File: src/rtl/conv_pkg.sv
// Shared definitions for the 3x3 convolution window scheduler.
package conv_pkg;

    typedef enum logic [2:0] {
        ST_IDLE   = 3'd0,
        ST_PRIME  = 3'd1,
        ST_STREAM = 3'd2,
        ST_HOLD   = 3'd3,
        ST_DONE   = 3'd4
    } state_t;

    localparam int PRIME_CNT   = 9;
    localparam int STREAM_CNT  = 3;
    localparam int KERNEL_SIZE = 3;
    localparam int KERNEL_NB   = 8;
    localparam int KERNEL_TAPS = KERNEL_SIZE * KERNEL_SIZE;

endpackage

File: src/rtl/conv_pos_counter.sv
// Nested column/row position of the current window; col runs fastest.
// Flags mark the last window column of a strip and the last strip of a frame.
module conv_pos_counter #(
    parameter int IMG_W_NB = 10,
    parameter int IMG_H_NB = 10
) (
    input  logic                clk,
    input  logic                rst,
    input  logic                clear,
    input  logic                step,
    input  logic [IMG_W_NB-1:0] width,
    input  logic [IMG_H_NB-1:0] height,
    output logic                last_col,
    output logic                last_row
);
    import conv_pkg::*;

    logic [IMG_W_NB-1:0] col;
    logic [IMG_H_NB-1:0] row;

    // Window origin runs 0..dim-3, so the last one sits KERNEL_SIZE from the edge.
    assign last_col = (col == width  - IMG_W_NB'(KERNEL_SIZE));
    assign last_row = (row == height - IMG_H_NB'(KERNEL_SIZE));

    // Advance along the strip, then wrap to the next strip.
    always_ff @(posedge clk) begin
        if (rst || clear) begin
            col <= '0;
            row <= '0;
        end else if (step) begin
            if (!last_col) begin
                col <= col + IMG_W_NB'(1);
            end else if (!last_row) begin
                col <= '0;
                row <= row + IMG_H_NB'(1);
            end
        end
    end

endmodule

File: src/rtl/conv_scheduler.sv
// Frame scheduler for a 3x3 convolution datapath: primes each strip with a
// full window, streams one column per window, and holds each result until
// downstream accepts it.
//
// state  | meaning
// IDLE   | waiting for cfg_start; kernel coefficient writes accepted
// PRIME  | filling the 9-pixel window at the start of a strip
// STREAM | shifting in the 3 pixels of the next column
// HOLD   | window result valid, waiting for m_tready
// DONE   | one-cycle end-of-frame pulse
module conv_scheduler #(
    parameter int IMG_W_NB    = 10,
    parameter int IMG_H_NB    = 10,
    parameter int KERNEL_NB   = 8,
    parameter int KERNEL_SIZE = 3
) (
    input  logic                 axis_aclk,
    input  logic                 axis_rst,
    input  logic                 cfg_start,
    input  logic [IMG_W_NB-1:0]  cfg_width,
    input  logic [IMG_H_NB-1:0]  cfg_height,
    input  logic                 cfg_kernel_wr,
    input  logic [3:0]           cfg_kernel_addr,
    input  logic [KERNEL_NB-1:0] cfg_kernel_data,
    output logic                 kernel_we,
    output logic [3:0]           kernel_addr,
    output logic [KERNEL_NB-1:0] kernel_data,
    input  logic                 s_tvalid,
    output logic                 s_tready,
    output logic                 dp_shift_en,
    output logic                 dp_prime,
    output logic                 dp_out_valid,
    input  logic                 m_tready,
    output logic                 dp_out_last,
    output logic                 busy,
    output logic                 done,
    output logic                 cfg_err
);
    import conv_pkg::*;

    state_t              state, state_nxt;
    logic [IMG_W_NB-1:0] width_q;
    logic [IMG_H_NB-1:0] height_q;
    logic [3:0]          pix_cnt;
    logic                start_ok, start_bad, pix_last, pos_step;
    logic                last_col, last_row;

    assign start_ok  = (state == ST_IDLE) && cfg_start &&
                       (cfg_width  >= IMG_W_NB'(KERNEL_SIZE)) &&
                       (cfg_height >= IMG_H_NB'(KERNEL_SIZE));
    assign start_bad = (state == ST_IDLE) && cfg_start && !start_ok;

    assign dp_shift_en = s_tvalid & s_tready;
    assign pix_last    = dp_shift_en &&
                         (pix_cnt == ((state == ST_PRIME) ? 4'(PRIME_CNT - 1)
                                                          : 4'(STREAM_CNT - 1)));

    // State register.
    always_ff @(posedge axis_aclk) begin
        if (axis_rst) state <= ST_IDLE;
        else          state <= state_nxt;
    end

    // Next-state and per-state outputs.
    always_comb begin
        state_nxt    = state;
        s_tready     = 1'b0;
        dp_prime     = 1'b0;
        dp_out_valid = 1'b0;
        dp_out_last  = 1'b0;
        busy         = 1'b0;
        done         = 1'b0;
        pos_step     = 1'b0;
        case (state)
            ST_IDLE: begin
                if (start_ok) state_nxt = ST_PRIME;
            end
            ST_PRIME: begin
                s_tready = 1'b1;
                dp_prime = 1'b1;
                busy     = 1'b1;
                if (pix_last) state_nxt = ST_HOLD;
            end
            ST_STREAM: begin
                s_tready = 1'b1;
                busy     = 1'b1;
                if (pix_last) state_nxt = ST_HOLD;
            end
            ST_HOLD: begin
                busy         = 1'b1;
                dp_out_valid = 1'b1;
                dp_out_last  = last_col && last_row;
                if (m_tready) begin
                    if (!last_col) begin
                        pos_step  = 1'b1;
                        state_nxt = ST_STREAM;
                    end else if (!last_row) begin
                        pos_step  = 1'b1;
                        state_nxt = ST_PRIME;
                    end else begin
                        state_nxt = ST_DONE;
                    end
                end
            end
            ST_DONE: begin
                done      = 1'b1;
                state_nxt = ST_IDLE;
            end
            default: state_nxt = ST_IDLE;
        endcase
    end

    // Pixels accepted in the current PRIME/STREAM phase; cleared by the completing accept.
    always_ff @(posedge axis_aclk) begin
        if (axis_rst || start_ok) pix_cnt <= '0;
        else if (dp_shift_en)     pix_cnt <= pix_last ? 4'd0 : pix_cnt + 4'd1;
    end

    // Frame geometry captured at a valid start.
    always_ff @(posedge axis_aclk) begin
        if (axis_rst) begin
            width_q  <= '0;
            height_q <= '0;
        end else if (start_ok) begin
            width_q  <= cfg_width;
            height_q <= cfg_height;
        end
    end

    // Bad-config pulse and registered coefficient forwarding (IDLE only).
    always_ff @(posedge axis_aclk) begin
        if (axis_rst) begin
            cfg_err     <= 1'b0;
            kernel_we   <= 1'b0;
            kernel_addr <= '0;
            kernel_data <= '0;
        end else begin
            cfg_err   <= start_bad;
            kernel_we <= (state == ST_IDLE) && cfg_kernel_wr &&
                         (cfg_kernel_addr <= 4'(KERNEL_TAPS - 1));
            if ((state == ST_IDLE) && cfg_kernel_wr) begin
                kernel_addr <= cfg_kernel_addr;
                kernel_data <= cfg_kernel_data;
            end
        end
    end

    conv_pos_counter #(
        .IMG_W_NB (IMG_W_NB),
        .IMG_H_NB (IMG_H_NB)
    ) u_pos (
        .clk      (axis_aclk),
        .rst      (axis_rst),
        .clear    (start_ok),
        .step     (pos_step),
        .width    (width_q),
        .height   (height_q),
        .last_col (last_col),
        .last_row (last_row)
    );

endmodule
File: config.mk
export PLATFORM = sky130hd
export DESIGN_NAME = conv_scheduler
export DESIGN_NICKNAME = d
export VERILOG_FILES = /design/src/rtl/conv_pkg.sv /design/src/rtl/conv_pos_counter.sv /design/src/rtl/conv_scheduler.sv
export SDC_FILE = /design/constraint.sdc
export NUM_CORES = 1
export LEC_CHECK = 0
export CORE_ASPECT_RATIO = 0.7
export CORE_UTILIZATION = 30
export CTS_CLUSTER_DIAMETER = 120
export CTS_CLUSTER_SIZE = 24
export DETAILED_ROUTE_END_ITERATION = 8
export GPL_ROUTABILITY_DRIVEN = 0
export PLACE_DENSITY = 0.6
export SETUP_SLACK_MARGIN = 0.1
export SLEW_MARGIN = 10
export SYNTH_ARGS = -nofsm -noshare
export SYNTH_HDL_FRONTEND = slang
export SYNTH_SLANG_ARGS = --single-unit
File: constraint.sdc
create_clock -name axis_aclk -period 4 [get_ports axis_aclk]
set_clock_uncertainty 0.05 [all_clocks]
set_input_delay 1.2 -clock axis_aclk [delete_from_list [all_inputs] [get_ports axis_aclk]]
set_output_delay 1.2 -clock axis_aclk [all_outputs]
set_load 0.01 [all_outputs]
==> run summary, run 1 <==
initial antenna violation count -> 0
Root Buffer -> clkbuf_16
Fill cells -> 1033
CTS Buf Count -> 9
P_int -> 1.30 mW
IO Pins -> 59
setup total negative slack -> 0 ns
layout cell share with drive strength beyond 1 -> 0.0860
EDFF count, synth -> 0
class of the worst hold path -> flip-flop to flip-flop
Routed WL -> 8.51 mm
crit path cell chain -> ha_1 -> or4_1 -> a31oi_1 -> o31ai_1 -> a2111oi_4 -> and2_1 -> and3_1 -> clkbuf_2
largest net degree at the start of global routing -> 35
Starting Density -> 0.309
net count after synthesis -> 457
Vias -> 3037
non-filler cells, final -> 609
drt pass-1 iters -> 4
GRT Overall Usage -> 0.158
final worst path period need -> 3.74 ns
Synth Register Bits -> 61
Final Cycle Share -> 0.935
Die H -> 88.4 microns
ys flop type -> dfxtp_1
outcome -> finished clean
later-pin clock latency in the skew report -> 0.33 ns
Sw Ratio -> 0.242
top-area cell type share of the netlist area -> 0.382
Multi-input gate area -> 1890 sq um
CP max stage delay -> 0.41 ns
core area -> 10400 sq um
unrepaired setup endpoints after global routing -> no
mapped cell area -> 3200 sq um
diodes inserted -> 0
DP Cell Count -> 594
die span in x -> 125 microns
Clk network pwr share -> 0.487
CTS tree -> done
Final Setup Violations -> 0
Iteration-0 DRC Markers -> 100
Vias/cell -> 4.99
crit end category -> output pin
sequential cell area -> 1220 sq um
Slew HR -> 0.618
Reg power frac -> 0.380
Detail Route Antenna Nets -> 0
crit path max fanout -> 4
CP bufs+invs -> 1
Lkg Pwr -> 1.55 nW
total gr overflow -> 0
max-cap viol count -> 0
Sw Pwr -> 417 uW
Clock Sinks -> 61
vias in the first global route -> 2791
Synth Warn # -> 0
average wire per cell in the routed design -> 14.0 microns
logic gate share of total power -> 0.133
post-synthesis sequential area ratio -> 0.382
H-tree depth -> 3
fraction of registers with async set/reset -> 0
Yosys top cell by area -> dfxtp_1
Worst-Margin Slew -> 0.559 ns
die footprint -> 11100 sq um
final hold violation count -> 0
Distinct cells, synth -> 53
clock-pin transition on the worst setup and hold timing paths -> 0.05 ns
CP arrival -> 2.49 ns
synth top area cells -> dfxtp_1, nand2_1, a21oi_1
Final Max Slew Viols -> 0
Row Count -> 31
syn_area_per_cell -> 7.72 sq um
Fmax achieved -> 0.267 GHz
reg2reg setup slack -> 1.05 ns
peak supply drop -> 0.000263 V
P&R area growth vs syn -> 33.6%
pwr/cell area -> 403 nW/um^2
WP data required -> 2.75 ns
Post-route DRC -> 0
DP HPWL -> 6.34 mm
cell family with most CP delay -> simple AND/OR/NAND/NOR gates
Slowest-stage cell, CP -> or4_1
Worst Setup Path Type -> flip-flop to output pin
Nets -> 516
type of origin of the critical path -> flip-flop
clk buf depth -> 2
count of input and output buffers -> 58
hold-fix buffers at CTS -> 0
Gate Count Post-Synth -> 414
global-route wire length before repair -> 13.6 mm
-- worst paths after layout --
path                                 endpoint  cells after the start                        start
setup / recovery                  dp_out_last                      8      width_q[1]$_SDFFE_PP0P_
hold / removal    kernel_data[6]$_SDFFE_PP0P_                      2  kernel_data[6]$_SDFFE_PP0P_
setup reg to reg    u_pos.row[9]$_SDFFE_PP0P_                     10      width_q[1]$_SDFFE_PP0P_
hold reg to reg   kernel_data[6]$_SDFFE_PP0P_                      2  kernel_data[6]$_SDFFE_PP0P_
-- Yosys cell counts (2+ instances only) --
cell type / count
inv_1: 6
a211o_1: 3
nor4_1: 7
buf_2: 2
or4_1: 3
or3_1: 4
a211oi_1: 3
o21ai_0: 9
o31ai_1: 3
xor2_1: 9
nand2b_1: 2
nand2_1: 95
and4_1: 2
dfxtp_1: 61
or2_2: 2
and3_1: 7
a21oi_1: 52
nand3_1: 6
nor3_1: 8
and2_1: 4
nor3b_1: 2
a31oi_1: 4
xnor2_1: 22
a31o_2: 2
clkbuf_1: 18
nor2_1: 33
a21o_1: 2
nand4_1: 13
o21a_1: 2
ha_1: 5
-- what timing repair did --
| action | CTS | global route |
|---|---|---|
| cloned | 0 | 0 |
| buffers inserted | 0 | 0 |
| endpoints found under the setup margin | 1 | 1 |
| resized for setup | 6 | 2 |
-- cells in the final DEF (no fill, tap or decap), types with 9 or more instances in the layout --
| cell | instances |
|---|---|
| nor2_1 | 33 |
| nand2_1 | 95 |
| clkdlybuf4s50_1 | 57 |
| a21oi_1 | 51 |
| nand4_1 | 13 |
| buf_4 | 11 |
| xnor2_1 | 22 |
| o21ai_0 | 9 |
| clkbuf_16 | 9 |
| xor2_1 | 9 |
| dfxtp_1 | 61 |
-- tightest hold or removal path, delay by kind of cell (launching register included) --
kind / cells / cell delay [ns]
simple gates: 1 / 0.05
flops: 1 / 0.30
compound gates: 1 / 0.05
-- metal layers --
| metal | vias up | GRT usage | part of all wire |
|---|---|---|---|
| met5 | - | 0 | 0 |
| li1 | 1565 | - | - |
| met2 | 83 | 0.227 | 0.39 |
| met1 | 1374 | 0.209 | 0.51 |
| met4 | 0 | 0.0710 | 0.022 |
| met3 | 15 | 0.0635 | 0.077 |
-- area by class of cell --
cell class / count / share of cell area
clock buffers: 11 / 0.0569
clock inverters: 4 / 0.0170
inverters: 6 / 0.00528
multi-input cells: 326 / 0.442
flip-flops and latches: 61 / 0.286
well taps: 132 / 0.0387
repair buffers: 69 / 0.154
-- sequential cells by signal, indices dropped and copies added (netlist names), 3 cells and up --
| signal | flops |
|---|---|
| width_q | 10 |
| pix_cnt | 4 |
| u_pos.row | 10 |
| kernel_data | 8 |
| u_pos.col | 10 |
| state | 3 |
| kernel_addr | 4 |
| height_q | 10 |
-- kinds of logic (layout without fill, tap and decap cells) --
logic type | count (synthesis) | count (layout) | synth area share
muxes | 1 | 1 | 0.00313
and+or+nand+nor | 197 | 197 | 0.292
adders and majority gates | 5 | 5 | 0.0196
AOI/OAI and AO/OA | 92 | 92 | 0.183
buffers and inverters | 27 | 90 | 0.0348
DFF | 61 | 61 | 0.382
xor gates and xnor gates | 31 | 31 | 0.0850
-- power by group through the flow --
| stage | clock network, mW | registers, mW | logic [mW] |
|---|---|---|---|
| after floorplan | 0 | 0.663 | 0.127 |
| after global placement | 0 | 0.663 | 0.221 |
| after detailed placement | 0 | 0.665 | 0.224 |
| after CTS | 0.853 | 0.653 | 0.229 |
| after global routing | 0.872 | 0.656 | 0.251 |
| final | 0.839 | 0.654 | 0.228 |
-- per-stage QoR --
stage          power, mW  cell area, sq um  hold WS (ns)  setup WS [ns]  utilization
6_report            1.72              4270         0.401          0.258        0.412
5_1_grt             1.78              4270         0.420          0.119        0.412
4_1_cts             1.73              4270         0.405          0.127        0.413
3_5_place_dp       0.889              3940         0.399          0.172        0.380
3_3_place_gp       0.884              3940         0.392          0.272        0.380
2_1_floorplan      0.789              3200         0.398          0.598            -
No activity file was read; power rests on OpenSTA's default activity.
==> inputs of run 2 (changes only) <==
--- a/config.mk
+++ b/config.mk
@@ -6,5 +6,4 @@
 export NUM_CORES = 1
 export LEC_CHECK = 0
-export CORE_ASPECT_RATIO = 0.7
 export CORE_UTILIZATION = 30
 export CTS_CLUSTER_DIAMETER = 120
@@ -12,8 +11,9 @@
 export DETAILED_ROUTE_END_ITERATION = 8
 export GPL_ROUTABILITY_DRIVEN = 0
-export PLACE_DENSITY = 0.6
+export PLACE_DENSITY = 0.59
 export SETUP_SLACK_MARGIN = 0.1
 export SLEW_MARGIN = 10
 export SYNTH_ARGS = -nofsm -noshare
 export SYNTH_HDL_FRONTEND = slang
+export SYNTH_HIERARCHICAL = 1
 export SYNTH_SLANG_ARGS = --single-unit
==> constraint.sdc (replaced) <==
create_clock -name axis_aclk -period 4 [get_ports axis_aclk]
set_clock_uncertainty 0.05 [all_clocks]
set_input_delay 0.6 -clock axis_aclk [delete_from_list [all_inputs] [get_ports axis_aclk]]
set_output_delay 0.6 -clock axis_aclk [all_outputs]
set_load 0.01 [all_outputs]
==> run 2 against run 1 <==
Effect of this change: fmax grew 5.1%; critical endpoint unchanged; largest power group unchanged; count of clock-buffer cells in the layout is 1 lower; worst setup slack improved by 0.18 ns; sequential share of layout area decreased by 1.7 points; critical path type unchanged; highest routed layer unchanged; register-to-register slack lost 0.54 ns; wire length fell by 2.1%; sequential power is 17% higher; global-route usage down 1.3 points; critical path depth up 2; power up 35%; non-clock buffer count down 7; die area is 10% higher.
==> run summary, run 2 <==
outcome -> finished clean
post-synthesis sequential area ratio -> 0.346 (-0.0357)
CP bufs+invs -> 3 (+2)
global-route wire length before repair -> 13.6 mm (about the same)
peak supply drop -> 0.000274 V (+4.4%)
vias in the first global route -> 2912 (+4.3%)
Yosys top cell by area -> dfxtp_1
Worst-Margin Slew -> 0.535 ns (-0.0234 ns)
initial antenna violation count -> 0 (unchanged)
drt pass-1 iters -> 4 (unchanged)
Nets -> 515 (-0.19%)
mapped cell area -> 3520 sq um (+10%)
most frequent cells after synthesis -> dfxtp_1, nand2_1, nor2_1, mux2i_1, a21oi_1
diodes inserted -> 0 (unchanged)
GRT Overall Usage -> 0.145 (-0.0129)
crit path max fanout -> 6 (+2)
Vias -> 3165 (+4.2%)
synth top area cells -> dfxtp_1, mux2i_1, nand2_1
Final Setup Violations -> 0 (unchanged)
sequential cell area -> 1220 sq um (unchanged)
post-route cell area -> 4540 sq um (+6.2%)
Slowest-stage cell, CP -> clkdlybuf4s50_1
WP data required -> 3.35 ns (+0.60 ns)
Placed Area -> 4210 sq um (+6.9%)
WHS -> 0.405 ns (+0.00339 ns)
ys flop type -> dfxtp_1
Worst R2R Start -> width_q[0]$_SDFFE_PP0P_
CTS tree -> done
H-tree depth -> 3 (unchanged)
Multi-input gate area -> 2150 sq um (+14%)
most frequent cells in the layout -> dfxtp_1, clkdlybuf4s50_1, nand2_1
Iteration-0 DRC Markers -> 141 (+41%)
Vias/cell -> 5.10 (+2.4%)
syn_area_per_cell -> 8.41 sq um (+9.0%)
layout cell share with drive strength beyond 1 -> 0.0797 (-0.00629)
Clock Sinks -> 61 (unchanged)
Fmax achieved -> 0.281 GHz (+5.1%)
Synth Register Bits -> 61 (unchanged)
Starting Density -> 0.309 (about the same)
Slew HR -> 0.642 (+0.0245)
EDFF count, synth -> 0 (unchanged)
clock-pin transition on the worst setup and hold timing paths -> 0.05 ns (about the same)
crit end category -> output pin
CTS Buf Count -> 9 (unchanged)
Worst Setup SP -> width_q[0]$_SDFFE_PP0P_
most frequent cell after synthesis -> dfxtp_1
cell family with most CP delay -> simple AND/OR/NAND/NOR gates
core area -> 11400 sq um (+10%)
clk buf depth -> 2 (unchanged)
postcts setup bufs -> 0 (unchanged)
Routed WL -> 8.33 mm (-2.1%)
Row Count -> 39 (+26%)
Worst Setup Path Type -> flip-flop to output pin
Hold Crit Start -> kernel_data[6]$_SDFFE_PP0P_
type of origin of the critical path -> flip-flop
Synth Warn # -> 6 (+6)
Post-route DRC -> 0 (unchanged)
DP HPWL -> 6.22 mm (-1.8%)
CP max stage delay -> 0.53 ns (+0.12 ns)
Root Buffer -> clkbuf_16
setup total negative slack -> 0 ns (unchanged)
max-cap viol count -> 0 (unchanged)
DP Cell Count -> 604 (+1.7%)
die span in x -> 110 microns (-12%)
pwr/cell area -> 513 nW/um^2 (+27%)
Final Max Slew Viols -> 0 (unchanged)
Fill cells -> 1138 (+10%)
crit path cell chain -> ha_1 -> nor4_4 -> nor3b_2 -> o32ai_1 -> o21ai_2 -> nand3_1 -> inv_1 -> nand3_1 -> inv_1 -> clkdlybuf4s50_1
Final Cycle Share -> 0.890 (-0.0457)
Lkg Pwr -> 1.79 nW (+15%)
non-filler cells, final -> 620 (+1.8%)
Gate Count Post-Synth -> 419 (+1.2%)
count of input and output buffers -> 58 (unchanged)
largest net degree at the start of global routing -> 40 (+14%)
Distinct cells, synth -> 64 (+21%)
CP arrival -> 2.91 ns (+0.42 ns)
P&R area growth vs syn -> 28.7%
fraction of registers with async set/reset -> 0 (unchanged)
top-area cell type share of the netlist area -> 0.346 (-0.0357)
average wire per cell in the routed design -> 13.4 microns (-3.9%)
die footprint -> 12200 sq um (+10%)
Detail Route Antenna Nets -> 0 (unchanged)
net count after synthesis -> 462 (+1.1%)
final hold violation count -> 0 (unchanged)
total gr overflow -> 0 (unchanged)
unrepaired setup endpoints after global routing -> no
IO Pins -> 59 (unchanged)
most common cell after layout, fill and taps aside -> dfxtp_1
final worst path period need -> 3.56 ns (-0.183 ns)
class of the worst hold path -> flip-flop to flip-flop
later-pin clock latency in the skew report -> 0.33 ns (about the same)
Die H -> 110 microns (+25%)
## run 2: changes by cell type after synthesis, moves of 6 or more
cell,previous run,this run
a21oi_1,52,28
a22oi_1,0,9
clkbuf_1,18,10
inv_1,6,13
mux2i_1,1,29
nand2_1,95,54
nand3_1,6,18
nor2_1,33,45
xnor2_1,22,14
xor2_1,9,15
## run 2: kinds of logic (layout without fill, tap and decap cells)
family / Yosys count / count (layout) / share of synthesized area
XOR/XNOR: 29 / 29 / 0.0721
AND/OR/NAND/NOR: 187 / 187 / 0.278
AO/OA/AOI/OAI: 73 / 73 / 0.152
multiplexers: 31 / 31 / 0.0898
adder cells (fa/ha/maj): 5 / 5 / 0.0177
flip-flops: 61 / 61 / 0.346
buffers and inverters: 33 / 91 / 0.0447
## run 2: repair_timing
| action | 4_1_cts | 5_1_grt |
|---|---|---|
| hold buffers | 0 | 0 |
| resized for setup | 0 | 1 |
| endpoints found under the hold margin | 0 | 0 |
| setup endpoints to repair | 0 | 1 |
## run 2: per-layer routing
| layer | track usage | vias up | share of wire |
|---|---|---|---|
| met4 | 0.0376 | 0 | 0.0076 |
| met2 | 0.229 | 48 | 0.48 |
| met1 | 0.183 | 1504 | 0.47 |
| met3 | 0.0588 | 5 | 0.046 |
| met5 | 0 | - | 0 |
| li1 | - | 1608 | - |
## run 2: final timing paths
check | end | slack [ns] | depth (start not counted)
max | dp_out_last | 0.44 | 10
max reg2reg | u_pos/row[5]$_SDFFE_PP0P_ | 0.51 | 13
min | kernel_data[6]$_SDFFE_PP0P_ | 0.40 | 2
min reg2reg | kernel_data[6]$_SDFFE_PP0P_ | 0.40 | 2
## run 2: area by class of cell
| cell class | count | area share |
|---|---|---|
| Clock buffer | 10 | 0.0527 |
| Clock inverter | 6 | 0.0190 |
| Inverter | 13 | 0.0108 |
| Multi-Input combinational cell | 325 | 0.474 |
| Sequential cell | 61 | 0.269 |
| Tap cell | 143 | 0.0394 |
| Timing Repair Buffer | 62 | 0.135 |
## run 2: tightest hold or removal path, cell delays in order, from the launching register on
cell and delay (ns):
dfxtp_1 0.31, nand2_1 0.05, a21oi_1 0.05
## run 2: report_power, final
part	leakage, nW	internal [mW]	switching, mW
registers	0.497	0.673	0.0935
logic	1.13	0.354	0.365
clock network	0.158	0.560	0.280
total	1.79	1.59	0.739
## run 2: per-stage QoR
| stage | total power [mW] | worst slack (ns) | util |
|---|---|---|---|
| after floorplan | 1.29 | 0.879 | - |
| after global placement | 1.49 | 0.666 | 0.368 |
| after detailed placement | 1.50 | 0.521 | 0.368 |
| after CTS | 2.36 | 0.314 | 0.397 |
| after global routing | 2.47 | 0.201 | 0.397 |
| final | 2.33 | 0.441 | 0.397 |
==> inputs of run 3 (changes only) <==
- CORE_ASPECT_RATIO: not set -> 1.1
==> run 3 against run 2 <==
Effect of this change: the run now ends with DRC left; power shrank 2.9%; register-to-register slack got worse by 0.05 ns; clock power decreased by 8.5%; utilization shrank 0.25 points; count of clock-buffer cells in the layout did not move; global-route usage shrank 0.80 points; fmax down 2.7%; hold slack got worse by 0.0016 ns; via count rose by 0.57%; first-iteration DRC count decreased by 16%; largest cell class unchanged.
==> run summary, run 3 (same netlist as run 2, synthesis figures left out) <==
outcome -> finished with violations
failing checks -> DRC
Final Max Slew Viols -> 0 (unchanged)
pwr/cell area -> 500 nW/um^2 (-2.5%)
CP arrival -> 3.01 ns (+0.10 ns)
crit end category -> output pin
DP Cell Count -> 611 (+1.2%)
CTS tree -> done
Post-route DRC -> 2 (+2)
Starting Density -> 0.308 (-0.000574)
R2R cell count -> 13 (unchanged)
Final Setup Violations -> 0 (unchanged)
Fmax achieved -> 0.274 GHz (-2.7%)
average wire per cell in the routed design -> 13.2 microns (-1.8%)
Vias/cell -> 5.08 (-0.55%)
most common cell after layout, fill and taps aside -> dfxtp_1
GRT Overall Usage -> 0.137 (-0.00801)
FF-to-FF End -> u_pos/row[5]$_SDFFE_PP0P_
Iteration-0 DRC Markers -> 118 (-16%)
class of the worst hold path -> flip-flop to flip-flop
layout cell share with drive strength beyond 1 -> 0.0776 (-0.00210)
Worst Setup Path Type -> flip-flop to output pin
initial antenna violation count -> 0 (unchanged)
clk buf depth -> 2 (unchanged)
Row Count -> 41 (+5.1%)
Nets -> 515 (unchanged)
most frequent cells in the layout -> dfxtp_1, clkdlybuf4s50_1, nand2_1
unrepaired setup endpoints after global routing -> no
peak supply drop -> 0.000264 V (-3.9%)
Final Cycle Share -> 0.914 (+0.0243)
Slew HR -> 0.656 (+0.0139)
Hold Crit Start -> kernel_data[2]$_SDFFE_PP0P_
setup total negative slack -> 0 ns (unchanged)
Worst R2R Start -> width_q[0]$_SDFFE_PP0P_
Fill cells -> 1141 (+0.26%)
Detail Route Antenna Nets -> 0 (unchanged)
total gr overflow -> 0 (unchanged)
later-pin clock latency in the skew report -> 0.32 ns (about the same)
type of origin of the critical path -> flip-flop
die footprint -> 12200 sq um (about the same)
core area -> 11400 sq um (+0.19%)
IO Pins -> 59 (unchanged)
Routed WL -> 8.27 mm (-0.72%)
Lkg Pwr -> 1.77 nW (-1.1%)
crit path max fanout -> 6 (unchanged)
diodes inserted -> 0 (unchanged)
Worst Hold End -> kernel_data[2]$_SDFFE_PP0P_
CTS Buf Count -> 9 (unchanged)
final hold violation count -> 0 (unchanged)
global-route wire length before repair -> 13.6 mm (+0.15%)
count of input and output buffers -> 58 (unchanged)
non-filler cells, final -> 627 (+1.1%)
postcts setup bufs -> 0 (unchanged)
# resized after CTS -> 0 (unchanged)
largest net degree at the start of global routing -> 41 (+2.5%)
Worst-Margin Slew -> 0.514 ns (-0.0209 ns)
H-tree depth -> 3 (unchanged)
Clock Sinks -> 61 (unchanged)
final worst path period need -> 3.66 ns (+0.0970 ns)
number of cells on the worst hold path -> 2 (unchanged)
P&R area growth vs syn -> 28.1%
drt pass-1 iters -> 7 (+3)
max-cap viol count -> 0 (unchanged)
WP data required -> 3.35 ns (about the same)
die span in x -> 105 microns (-4.6%)
Root Buffer -> clkbuf_16
Die H -> 116 microns (+4.8%)
reg2reg setup slack -> 0.46 ns (-0.05 ns)
hold-fix buffers at CTS -> 0 (unchanged)
DP HPWL -> 6.03 mm (-3.2%)
Vias -> 3183 (+0.57%)
clock-pin transition on the worst setup and hold timing paths -> 0.06 ns (about the same)
vias in the first global route -> 2858 (-1.9%)
==> run 3: changes by cell type in the layout (fill, tap and decap cells not counted) <==
cell and change:
nor3b_2 -1, clkinv_4 -1, bufinv_16 -1, nor3b_1 +1, clkinvlp_4 +2
==> run 3: cell type report <==
cell class	count	area, sq um	share of cell area
inverter	13	48.8	0.0108
sequential	61	1220	0.270
multi-input combinational	325	2150	0.475
clock buffer	10	239	0.0529
tap	150	188	0.0416
clock inverter	6	62.6	0.0139
timing repair buffer	62	611	0.135
==> run 3: how the worst max path moves through the flow <==
stage,startpoint,to,slack (ns)
global route,width_q[0]$_SDFFE_PP0P_,dp_out_last,0.12
floorplan,width_q[0]$_SDFFE_PP0P_,u_pos/row[5]$_SDFFE_PP0P_,0.88
detailed placement,width_q[0]$_SDFFE_PP0P_,u_pos/row[5]$_SDFFE_PP0P_,0.48
CTS,width_q[0]$_SDFFE_PP0P_,dp_out_last,0.32
finish,width_q[0]$_SDFFE_PP0P_,dp_out_last,0.34
global placement,width_q[0]$_SDFFE_PP0P_,u_pos/row[7]$_SDFFE_PP0P_,0.66
==> run 3: critical path: stages, from the launching register on <==
cell             delay, ns
dfxtp_1               0.37
ha_1                  0.31
nor4_4                0.41
nand2_1               0.11
xnor2_1               0.15
nor3b_1               0.33
nand3_1               0.15
inv_1                 0.13
nand3_1               0.11
inv_1                 0.07
clkdlybuf4s50_1       0.53
==> run 3: routing by layer <==
layer / part of all wire / vias to the layer above / wire, microns / global-route usage
met2: 0.50 / 58 / 4090 / 0.235
li1: - / 1602 / - / -
met4: 0.0094 / 0 / 78 / 0.0423
met3: 0.029 / 8 / 236 / 0.0315
met5: 0 / - / 0 / 0
met1: 0.47 / 1515 / 3860 / 0.173
==> run 3: per-stage QoR <==
step                      hold WS (ns)  area [sq um]  setup slack [ns]  total power [mW]   util
final                            0.403          4520             0.344              2.26  0.395
after global routing             0.425          4520             0.120              2.39  0.395
after floorplan                  0.423          3520             0.879              1.29      -
after CTS                        0.405          4520             0.324              2.29  0.395
after global placement           0.392          4210             0.663              1.49  0.368
after detailed placement         0.398          4210             0.482              1.50  0.368
==> run 3: report_power, final <==
part	total, mW	switching (mW)	internal, mW
combinational	0.723	0.369	0.354
sequential	0.767	0.0935	0.673
clock	0.769	0.273	0.496
total	2.26	0.736	1.52
